[config.mk]
export PLATFORM = sky130hd
export DESIGN_NAME = std_mem_d1_reader
export DESIGN_NICKNAME = d
export VERILOG_FILES = /design/src/rtl/std_mem_d1_reader.sv
export SDC_FILE = /design/constraint.sdc
export NUM_CORES = 1
export LEC_CHECK = 0
export BUFFER_PORTS_ARGS = -buffer_cell sky130_fd_sc_hd__clkbuf_2
export CORE_ASPECT_RATIO = 0.9
export CORE_MARGIN = 10
export CORE_UTILIZATION = 45
export DETAILED_ROUTE_END_ITERATION = 8
export PLACE_DENSITY = 0.74
export SLEW_MARGIN = 20
export SYNTH_ARGS = -nofsm -noshare
export SYNTH_HDL_FRONTEND = slang
export SYNTH_SLANG_ARGS = --single-unit
[constraint.sdc]
create_clock -name clk -period 3 [get_ports clk]
set_input_delay 0.15 -clock clk [delete_from_list [all_inputs] [get_ports clk]]
set_output_delay 0.15 -clock clk [all_outputs]
set_load 0.02 [all_outputs]
[src/rtl/std_mem_d1_reader.sv]
// Streams COUNT words from a single-port combinational-read memory, starting at START_ADDR.
// Optional STD_MEM_D1_READER_CHECK_EN enables a simulation $error on out-of-range go requests.
module std_mem_d1_reader #(
  parameter int WIDTH    = 32,
  parameter int SIZE     = 16,
  parameter int IDX_SIZE = 4
) (
  input  logic                clk,
  input  logic                reset,
  input  logic                go,
  input  logic [IDX_SIZE-1:0] start_addr,
  input  logic [IDX_SIZE:0]   count,
  output logic [IDX_SIZE-1:0] addr0,
  input  logic [WIDTH-1:0]    read_data,
  output logic [WIDTH-1:0]    out_data,
  output logic                out_valid,
  input  logic                out_ready,
  output logic                busy,
  output logic                done
);

  typedef enum logic [1:0] {IDLE, FETCH, SEND, DONE} state_t;

  localparam logic [IDX_SIZE:0]   SIZE_W   = (IDX_SIZE+1)'(SIZE);
  localparam logic [IDX_SIZE-1:0] LAST_IDX = IDX_SIZE'(SIZE - 1);

  state_t              state;
  logic [IDX_SIZE-1:0] ptr;
  logic [IDX_SIZE:0]   rem;
  logic                handshake;

  // Wraps at SIZE-1 rather than at the power-of-two boundary.
  function automatic logic [IDX_SIZE-1:0] next_ptr(input logic [IDX_SIZE-1:0] p);
    return (p == LAST_IDX) ? '0 : p + IDX_SIZE'(1);
  endfunction

  function automatic logic [IDX_SIZE-1:0] clamp_addr(input logic [IDX_SIZE-1:0] a);
    return ({1'b0, a} >= SIZE_W) ? '0 : a;
  endfunction

  function automatic logic [IDX_SIZE:0] clamp_count(input logic [IDX_SIZE:0] c);
    return (c > SIZE_W) ? SIZE_W : c;
  endfunction

  assign handshake = out_valid & out_ready;
  assign addr0     = (state == FETCH || state == SEND) ? ptr : '0;

  always_ff @(posedge clk) begin
    if (reset) begin
      state     <= IDLE;
      out_valid <= 1'b0;
      out_data  <= '0;
      done      <= 1'b0;
      busy      <= 1'b0;
      ptr       <= '0;
      rem       <= '0;
    end else begin
      done <= 1'b0;
      unique case (state)
        IDLE: begin
          if (go) begin
            ptr  <= clamp_addr(start_addr);
            rem  <= clamp_count(count);
            busy <= 1'b1;
            if (count == '0) begin
              state <= DONE;
              done  <= 1'b1;
            end else begin
              state <= FETCH;
            end
          end
        end
        FETCH: begin
          out_data  <= read_data;
          out_valid <= 1'b1;
          ptr       <= next_ptr(ptr);
          rem       <= rem - (IDX_SIZE+1)'(1);
          state     <= SEND;
        end
        SEND: begin
          // rem counts words not yet loaded; the word on out_data is already accounted for.
          if (handshake) begin
            if (rem != '0) begin
              out_data <= read_data;
              ptr      <= next_ptr(ptr);
              rem      <= rem - (IDX_SIZE+1)'(1);
            end else begin
              out_valid <= 1'b0;
              done      <= 1'b1;
              state     <= DONE;
            end
          end
        end
        DONE: begin
          busy  <= 1'b0;
          state <= IDLE;
        end
        default: state <= IDLE;
      endcase
    end
  end

`ifdef STD_MEM_D1_READER_CHECK_EN
  always @(posedge clk) begin
    if (!reset && state == IDLE && go && ((count > SIZE_W) || ({1'b0, start_addr} >= SIZE_W)))
      $error("std_mem_d1_reader: out-of-range request count=%0d start_addr=%0d", count, start_addr);
  end
`endif

endmodule

After elaboration in Yosys (flattened, before gate mapping)
Cells that the tools add are included.
- bits in registers: 46
- input port bits: 45
- logic and storage cells: 60
- bitwise operators: 1
- eq/ne operators: 8
- mux-type cells: 29
- reductions and logical operators: 12
- add/sub/neg operators: 2
- magnitude comparators: 1
- operator list (operator ; number):
    two-way mux 32 bit ; 2
    one-hot mux 32 bit (2 select lines) ; 1
    two-way mux 4 bit ; 5
    two-way mux 5 bit ; 4
    one-hot mux 5 bit (3 select lines) ; 1
    one-hot mux 4 bit (3 select lines) ; 1
    AND reduction 3 bit ; 3
    two-way mux 2 bit ; 4
    one-hot mux 2 bit (4 select lines) ; 1
    two-way mux 1 bit ; 7
    inequality test 2 bit (second input constant) ; 3
    one-hot mux 1 bit (2 select lines) ; 3
    greater-than comparator 5 bit (second input constant) ; 1
    zero test 5 bit ; 1
    nonzero test 5 bit ; 1
    subtractor 5 x 1 -> 5 bit (second input constant) ; 1
    adder 4 x 1 -> 4 bit (second input constant) ; 1
    equality test 2 bit (second input constant) ; 2
    equality test 4 bit (second input constant) ; 1
    AND reduction 4 bit ; 1
    nonzero test 2 bit ; 2
    nonzero test 3 bit ; 1
    equality test 2 x 1 -> 1 bit (second input constant) ; 1
    zero test 2 bit ; 1
    4 further kinds ; 4

Logic depth before layout (Yosys ltp)
- word-level depth: 5
- gate-level depth with buffers: 8
- depth with buffers taken out: 6

Worst setup path after synthesis
Ideal clock, no wire load.
- kind: reg2reg
- start: register rem[0]
- end: register rem[2]
- slack: 1.210 ns
- arrival time: 1.672 ns
- buffers on the path: 1
- setup time: 0.117 ns
- cell stages (with the launch flop): 7
- cell sequence: dfxtp_1 inv_1 ha_1 or4b_4 o2111a_2 buf_6 a32o_1
- word-level cells in the longest chain between the ends: 4
- elaborated cells between the ends (all ways): 7
- RTL lines (item ; line ; source):
    start, declared ; 29 ; logic [IDX_SIZE:0] rem;
    start signal, assigned ; 63 ; rem <= clamp_count(count);
    start signal, assigned ; 77 ; rem <= rem - (IDX_SIZE+1)'(1);
    start signal, assigned ; 86 ; rem <= rem - (IDX_SIZE+1)'(1);
    subtractor 5 x 1 -> 5 bit ; 77, 86 ;
    two-way mux 5 bit ; 83 ; if (rem != '0) begin
    two-way mux 5 bit ; 82 ; if (handshake) begin
    one-hot mux 5 bit (3 select lines) ; 59 ; unique case (state)
Parallel ways exist; a longest one is shown, timed or not. The select of a mux whose other input is x is not followed.
A chain may end at the register's enable or synchronous reset.

Worst setup path after layout
- start: register state[0]
- end: output port addr0[2]
- word-level cells in the longest chain between the ends: 3
- elaborated cells between the ends (all ways): 4
- RTL lines (item ; line ; source):
    start, declared ; 27 ; state_t state;
    start signal, assigned ; 50 ; state <= IDLE;
    start signal, assigned ; 66 ; state <= DONE;
    start signal, assigned ; 69 ; state <= FETCH;
    equality test 2 x 1 -> 1 bit / equality test 2 bit (equally long branches) ; 46 ; assign addr0 = (state == FETCH || state == SEND) ? ptr : '0;
    logical OR 1 bit * ; 46 ;
    two-way mux 4 bit * ; 46 ;
    end, declared ; 13 ; output logic [IDX_SIZE-1:0] addr0,
Mark *: on every way between the ends. The rest lies on a longest branch, timed or not.

==> results.md <==
- Post-Syn Nets: 303
- Crit Path Max Fanout: 16
- Post_cts resized: 0
- Synthesized cell area: 2168 um2
- Synth warn: 0
- DRC: 0
- Synthesized area per cell: 8.570 um2
- Seq cells post-synth: 46
- Hold path endpoint: out_data[22]
- Nets: 376
- Sequential element share of the synthesized area: 42.47%
- Tot GR Track Use: 14.19%
- Worst-path clk slew: 0.09 ns
- Main synth FF type: dfxtp_1
- 1st-pass router iterations: 4
- Commonest non-fill, non-tap cell in the layout: clkbuf_2
- Drt total wl: 5914 um
- Total of max-cap violations: 0
- DIE AREA: 7999 um2
- Area delta synth->final: 23.72%
- Synth Instances: 253
- Worst setup SP type: register
- RSZ-0062 raised after global routing: false
- Post-synth EDFFs: 0
- Minimum clock period: 2.245 ns
- Root Driver: clkbuf_8
- Final Max Tran Viols: 0
- Chip width: 93.17 um
- Die Y: 85.86 um
- Antenna-violating nets left: 0
- I/O pin count: 84
- Fmax: 445.4 MHz
- Gr ovfl total: 0
- Routed WL per cell: 15.24 um
- Core area: 4547 um2
- Kind of critical path: reg -> out
- Share of Yosys cell area claimed by the top area cell type: 42.47%
- Final core utilization: 59.00%
- Final weighted congestion in routability-driven placement: 0.8192
- Hold WC Path Type: in -> reg
- Sum Neg Setup Slack: 0 ns
- Initial Utilization: 47.69%
- # setup viols final: 0
- R2R depth: 6
- Relative max-transition margin: 30.55%
- Largest net degree at the start of global routing: 69
- Register-to-Register Setup Slack: 0.82 ns
- Period utilization: 74.84%
- Port-buffer cells: 83
- Post-synth ARST share: 0%
- Reg-to-Reg Start: state[0]
- 1st-iter DRT viols: 98
- Count of final hold-check violations: 0
- Vias in the first global route: 1874
- Leakage power: 1.208 nW
- Vias: 2079
- Status: completed
- Worst EP arrival: 2.10 ns
- Share of cells above drive strength 1: 42.33%
- R2R Path End: out_data[9]
- Antenna violations before repair: 0
- CTS Buffer Depth: 2
- TritonCTS buffer count: 5
- Clk sink count: 46
- Synth top area cells: dfxtp_1 42%, a31o_2 13%, a21oi_1 9.2%
- Clk_skew: 0.005083 ns
- Worst Tran Pin Value: 1.040 ns
- Site Rows: 23
- Postcts setup bufs: 0
- Fin Hold WS: 0.07928 ns
- Dominant cell type by area after synthesis: dfxtp_1
- CTS tree: yes
- Hold-fix buffers at CTS: 0
- CP Capture Type: output port
- H-tree depth: 2
- First-pass GRT wire length: 9459 um
- DPL Wire Length: 4265 um
- Worst hold stages: 2
- Antenna cells: 0
- Most frequent cells in the layout: 83 x clkbuf_2, 46 x dfxtp_1, 40 x nand2_1, 40 x a21oi_1, 32 x a31o_2
- Count of cell types in the netlist: 43
- Critical path data required time: 2.85 ns
- Skew-Pair Late Insertion Delay: 0.29 ns
- Peak VDD IR: 0.6344 mV
- Placed cells: 381
- Vias per cell: 5.358
- Final Non-Filler Cells: 388
- Pwr Density: 1249 nW/um2
- Hold Crit Start: read_data[22]
-- sequential cells by signal, indices dropped and copies added (netlist names) --
register / flops
out_data: 32
rem: 5
ptr: 4
busy: 1
done: 1
out_valid: 1
state: 2
-- synthesized netlist by cell type, drive strengths merged, types with 2 or more instances --
library cell,instances
a211oi,4
a21oi,40
a22oi,2
a311oi,2
a31o,33
a31oi,2
and2,5
buf,7
clkbuf,14
dfxtp,46
ha,5
inv,11
mux2i,2
nand2,40
nor2,11
nor3,2
o21ai,8
-- metrics by stage --
stage / cell area [um2] / total power [W] / worst slack (ns)
after floorplan: 2168 / 0.002493 / 1.210
after global placement: 2604 / 0.002972 / 0.8772
after detailed placement: 2604 / 0.003008 / 0.8326
after CTS: 2683 / 0.003369 / 0.7428
after global routing: 2683 / 0.003622 / 0.5682
final: 2683 / 0.003351 / 0.7547
-- cell families after synthesis --
family	count (synthesis)	synth area share [%]
and+or+nand+nor	64	13.21
AOI/OAI and AO/OA	101	33.30
DFF	46	42.47
muxes	3	1.443
xor gates and xnor gates	1	0.4040
adders and majority gates	5	2.885
buffers and inverters	33	6.290
-- routing by layer --
metal  track usage [%]  up-vias  share of wire (%)
met3             4.791        4                7.2
li1                  -     1060                  -
met5                 0        -                  0
met1             18.66      952                 45
met2             21.58       63                 47
met4             3.782        0               0.86
-- layout make-up --
| class | instances | area (um2) |
|---|---|---|
| fill | 460 | 1864 |
| multi-input combinational | 174 | 1115 |
| sequential | 46 | 920.9 |
| timing repair buffer | 87 | 445.4 |
| tap | 62 | 77.57 |
| clock buffer | 5 | 68.82 |
| inverter | 12 | 45.04 |
| clock inverter | 2 | 10.01 |
-- critical path, stage by stage (launching register included) --
cell and delay [ns]:
dfxtp_1 0.37, inv_1 0.07, ha_1 0.60, clkinv_1 0.39
nor2_1 0.19, clkbuf_2 0.19
-- power by group --
part	internal [W]	switching, W
sequential	0.000876	0.000158
clock	0.000157	0.000202
combinational	0.000740	0.00122
-- worst max path at each step --
| stage | start | endpoint | slack (ns) |
|---|---|---|---|
| 3_5_place_dp | state[0] | out_data[9] | 0.83 |
| 6_report | state[0] | addr0[2] | 0.75 |
| 3_3_place_gp | state[1] | out_data[18] | 0.88 |
| 5_1_grt | state[0] | addr0[2] | 0.57 |
| 4_1_cts | state[0] | addr0[2] | 0.74 |
| 2_1_floorplan | rem[0] | rem[2] | 1.21 |
No activity file was read; power rests on OpenSTA's default activity.
